===== src/rtl/vector100_deser.sv =====
// vector100_deser: valid/ready serial-to-parallel loader, WIDTH bits per word, held until downstream accepts.
// Define VECTOR100_DESER_LSB_FIRST_EN to put the first serial bit in out_data[0] instead of out_data[WIDTH-1].
module vector100_deser #(
    parameter int WIDTH = 100,
    parameter int CNT_W = $clog2(WIDTH)
) (
    input  logic             clk,
    input  logic             resetn,
    input  logic             in_bit,
    input  logic             in_valid,
    output logic             in_ready,
    input  logic             in_clear,
    output logic [WIDTH-1:0] out_data,
    output logic             out_valid,
    input  logic             out_ready,
    output logic [CNT_W-1:0] fill_cnt
);
    typedef enum logic {FILL, HOLD} state_t;

    state_t           state, state_nxt;
    logic [WIDTH-1:0] sr, sr_nxt, shifted;
    logic [CNT_W-1:0] cnt, cnt_nxt;
    logic             last;

`ifdef VECTOR100_DESER_LSB_FIRST_EN
    assign shifted = {in_bit, sr[WIDTH-1:1]};
`else
    assign shifted = {sr[WIDTH-2:0], in_bit};
`endif

    assign last      = cnt == CNT_W'(WIDTH - 1);
    assign in_ready  = state == FILL;
    assign out_valid = state == HOLD;
    assign out_data  = sr;
    assign fill_cnt  = cnt;

    // Clear outranks both the bit accept and the downstream handoff.
    always_comb begin
        state_nxt = state;
        cnt_nxt   = cnt;
        sr_nxt    = sr;
        if (in_clear) begin
            state_nxt = FILL;
            cnt_nxt   = '0;
            sr_nxt    = '0;
        end else if (state == FILL && in_valid) begin
            sr_nxt    = shifted;
            cnt_nxt   = last ? '0 : cnt + CNT_W'(1);
            state_nxt = last ? HOLD : FILL;
        end else if (state == HOLD && out_ready) begin
            state_nxt = FILL;
        end
    end

    always_ff @(posedge clk) begin
        if (!resetn) begin
            state <= FILL;
            cnt   <= '0;
            sr    <= '0;
        end else begin
            state <= state_nxt;
            cnt   <= cnt_nxt;
            sr    <= sr_nxt;
        end
    end
endmodule


===== config.mk =====
export PLATFORM = sky130hd
export DESIGN_NAME = vector100_deser
export DESIGN_NICKNAME = d
export VERILOG_FILES = /design/src/rtl/vector100_deser.sv
export SDC_FILE = /design/constraint.sdc
export NUM_CORES = 1
export LEC_CHECK = 0
export BUFFER_PORTS_ARGS = -buffer_cell sky130_fd_sc_hd__buf_2
export CELL_PAD_IN_SITES_DETAIL_PLACEMENT = 2
export CELL_PAD_IN_SITES_GLOBAL_PLACEMENT = 2
export CORE_MARGIN = 1
export CORE_UTILIZATION = 30
export CTS_BUF_LIST = sky130_fd_sc_hd__clkbuf_16
export CTS_CLUSTER_SIZE = 28
export DETAILED_ROUTE_END_ITERATION = 12
export GPL_ROUTABILITY_DRIVEN = 1
export HOLD_SLACK_MARGIN = 0.02
export PLACE_DENSITY_LB_ADDON = 0.1
export SETUP_SLACK_MARGIN = 0.05
export SYNTH_ARGS = -nofsm -noshare
export SYNTH_HDL_FRONTEND = slang
export SYNTH_SLANG_ARGS = --single-unit
export TNS_END_PERCENT = 10

===== constraint.sdc =====
create_clock -name clk -period 2.3 [get_ports clk]
set_input_delay 0.575 -clock clk [delete_from_list [all_inputs] [get_ports clk]]
set_output_delay 0.575 -clock clk [all_outputs]
set_load 0.05 [all_outputs]

* Word level (Yosys, flattened, before mapping)
Cells that the tools add are included.
** Word-level totals
- Register bits :: 108
- Bits of input ports :: 6
- Output and inout bits :: 109
- Logic and storage cells :: 15
** Operators by class
- Add/sub/neg operators :: 1
- Equality and inequality tests :: 1
- Multiplexer cells :: 4
- Bitwise logic cells :: 2
- Reduce and logical (&&, ||, !) cells :: 4
** Operator list (count)
- $add 7x1->7 const B :: 1
- $eq 7x7->1 const B :: 1
- $mux 7 :: 1
- $mux 1 :: 3
- $logic_and 1x1->1 :: 2
- $not 1->1 :: 2
- $reduce_bool 2->1 :: 1
- $reduce_or 2->1 :: 1

* Logic depth before layout (Yosys ltp)
- Word-level depth :: 3
- Depth in mapped cells :: 5
- Mapped depth without buffers :: 4

* Least setup slack after synthesis
OpenSTA, ideal clock, no wires.
- Path kind :: register to output
- Start :: register state, in the netlist out_valid
- End :: output port in_ready
- Arrival time :: 1.051 ns
- Required time :: 1.725 ns
- Path slack :: 0.674 ns
- Cell stages (with the launch flop) :: 2
- Buffers on the path :: 0
- Cell sequence :: dfxtp_1 inv_1
** Between the ends
- Longest elaborated chain between the ends :: 1
** RTL lines
- from (decl) :: line 20 : state_t state, state_nxt;
- from (signal assigned) :: line 61 : state <= state_nxt;
- $not 1->1 :: line 32 : assign in_ready = state == FILL;
- to (decl) :: line 11 : output logic in_ready,
No other way between the ends.

* Final worst setup path
- Start :: register cnt[2], in the netlist fill_cnt[2]
- End :: output port fill_cnt[2]
** RTL lines
- from (decl) :: line 22 : logic [CNT_W-1:0] cnt, cnt_nxt;
- from (signal assigned) :: line 62 : cnt <= cnt_nxt;
- to (decl) :: line 16 : output logic [CNT_W-1:0] fill_cnt
No word-level cell between the ends.

==> flow_summary_export.csv <==
group,metric,value,unit
run_status,status,"completed",
timing,hold_viol,0,
cts,root_buffer,"clkbuf_16",
critical_path,cp.required,1.73,ns
critical_path,worstSetupPathType,"flip-flop to output pin",
cts,cts.sinks,108,
final_layout,drive_gt1_share,23.8,%
timing,tightestPinTransition,0.575,ns
critical_path,crit_family,"flip-flops",
floorplanning,ios,115,
synthesis,synthDistinctLibCells,24,
critical_path,cp_num_buf_inv,1,
cts,clk_latency,0.34,ns
critical_path,endpoint_kind,"output pin",
synthesis,ys_seq_area_share,56.6,%
final_layout,syn2layout_area_growth,26.6,%
power,worst_ir_drop_vdd,0.000468,V
timing,period_minus_slack,1.72,ns
power,p_clk_share,44.5,%
synthesis,synth_warnings,0,
critical_path,worstPathMaxFanout,8,
place,port-buffer-count,114,
synthesis,netlist.area_leader.share,56.6,%
floorplanning,die_area,13200,sq um
synthesis,syn_nets,485,
global_route,overflow,0,
cts,cts_tree,"done",
cts,clk_pin_slew,0.07,ns
critical_path,crit_chain,"buf_2",
worst_hold_path,hold_path.class,"flip-flop to flip-flop",
drt,drt_first_pass_iters,4,
final_layout,num-nets-final,583,
timing,skew,0.00441,ns
run,drv_cap,0,
final_layout,seq_area,2160,sq um
timing,worst_hold_slack,0.466,ns
drt,route.detailed.drc,0,
critical_path,max_stage_delay,0.47,ns
power,power.net_switching,766,uW
global_route,grt_pass1_wl,17600,microns
final_layout,diodes,0,
floorplanning,initial_core_util,31.3,%
floorplanning,core_area,12200,sq um
power,comb_power_share,3.6,%
cts,cts_max_path_buffers,2,
final_layout,final_util,39.6,%
place,gp_congestion,0.724,
timing,slew_headroom,61.6,%
critical_path,start_kind,"flip-flop",
power,p_leak,0.00190,uW
cts,ctsHtreeMaxLevel,3,
synthesis,synth_area_per_cell,8.00,sq um
power,swShare,21.2,%
synthesis,syn_inst,478,
drt,viasPerCell,4.69,
cts,postCtsHoldBufs,0,
drt,drt_iter0_drc,166,
final_layout,nFillCells,1436,
synthesis,synth_area_leader_cell,"dfxtp_1",
drt,routed-via-count,3515,
timing,setup_tns,0,ns
final_layout,multi_input_area,1490,sq um
global_route,grt_usage,17.0,%
timing,fin_crit_sh,74.6,%
drt,avgRoutedWirePerCell,14.5,microns
critical_path,timing.rr.end,"out_data[11]",
cts,cts_resized,0,
synthesis,ys_ff_latch,108,
critical_path,arrival,1.14,ns
synthesis,synthTopCellsByArea,"dfxtp_1 57%, nand2_1 20%, a21oi_1 14%",
critical_path,path_depth,1,
critical_path,reg2reg_slack,0.78,ns
critical_path,worst_r2r_path_depth,4,
global_route,antenna_found_initial,0,
timing,finalSetupViolations,0,
critical_path,cp-endpoint,"fill_cnt[2]",
synthesis,syn_area,3820,sq um
floorplanning,die_h,115,microns
power,seq_power_share,51.9,%
place,dpl.hpwl,7250,microns
cts,postCtsSetupBuffers,0,
drt,wl,10900,microns
power,p_int,2840,uW
floorplanning,die_width,115,microns
critical_path,critPathLaunch,"fill_cnt[2]",
timing,max_freq,583,MHz
timing,slew_violations,0,
timing,rsz0062_at_grt,"no",
power,powerDensity,745,nW/um^2
drt,ant_nets,0,
critical_path,cp_slowest_cell,"dfxtp_1",
floorplanning,fp-row-count,40,
critical_path,reg2reg_from,"out_valid",
global_route,grt_max_degree,59,
cts,numCtsBuffers,9,
global_route,grt_pass1_vias,3514,
==> through the flow <==
stage          worst slack (ns)  std cells  power, uW  cell area, sq um
6_report                  0.584        749       3610              4840
5_1_grt                   0.522        749       3770              4840
4_1_cts                   0.569        749       3680              4840
3_5_place_dp              0.583        733       2050              4530
3_3_place_gp              0.633        733       2050              4530
2_1_floorplan             0.674        478       2010              3820
==> registers in the layout, indices dropped and copies added (netlist names) <==
register and count:
out_valid 1, out_data 100, fill_cnt 7
==> layer usage <==
metal	GRT usage (%)	vias up	wire length [microns]
li1	-	1739	-
met1	20.5	1700	4860
met2	29.6	70	5420
met3	5.54	6	527
met4	3.38	0	64
met5	0	-	0
==> layout make-up <==
type | count | area share, %
repair buffers | 121 | 13.7
multi-input cells | 334 | 30.8
clock inverters | 7 | 1.76
inverters | 2 | 0.155
well taps | 168 | 4.34
clock buffers | 9 | 4.65
flip-flops and latches | 108 | 44.7
==> power by group through the flow <==
stage                     Clock, uW  Sequential, uW  Combinational, uW
after CTS                      1680            1870                132
after global routing           1760            1870                142
after global placement            0            1920                131
final                          1600            1870                129
after detailed placement          0            1920                132
after floorplan                   0            1920               87.9
==> worst min-delay path by stage <==
stage,endpoint,slack [ns],start,cells after the start
detailed placement,out_data[65],0.46,out_data[64],2
floorplan,out_data[99],0.67,out_data[99],2
global route,out_data[0],0.49,in_bit,3
global placement,out_data[99],0.45,out_data[99],2
CTS,out_data[0],0.46,in_bit,3
finish,out_data[49],0.47,out_data[48],2
==> cells in the mapped netlist <==
| cell | number |
|---|---|
| nand2_1 | 205 |
| dfxtp_1 | 108 |
| a21oi_1 | 106 |
| buf_2 | 13 |
| buf_4 | 10 |
| buf_1 | 6 |
| clkbuf_1 | 5 |
| nand2b_1 | 4 |
| o21ai_0 | 3 |
| or3_1 | 3 |
| inv_1 | 2 |
| a211o_1 | 1 |
| a21o_1 | 1 |
| a311oi_1 | 1 |
| a41oi_1 | 1 |
| and2b_1 | 1 |
| and4b_1 | 1 |
| ha_1 | 1 |
| nand3_1 | 1 |
| nand3b_1 | 1 |
| nand4b_1 | 1 |
| nor2_1 | 1 |
| nor4b_2 | 1 |
| xnor2_1 | 1 |
==> cell families after synthesis <==
family / synth area share, %
simple gates: 22.8
compound gates: 15.2
flops: 56.6
buf+inv: 4.94
xor+xnor: 0.229
fa+ha+maj: 0.327
==> layout by cell type, fill, tap and decap left out, drive strengths merged, types with 2 or more instances in the layout <==
cell type  count
a21oi        106
buf          121
bufinv         2
clkbuf         9
clkinv         2
dfxtp        108
inv            5
nand2        205
nand2b         4
o21ai          3
or3            3
No activity file was read; power rests on OpenSTA's default activity.
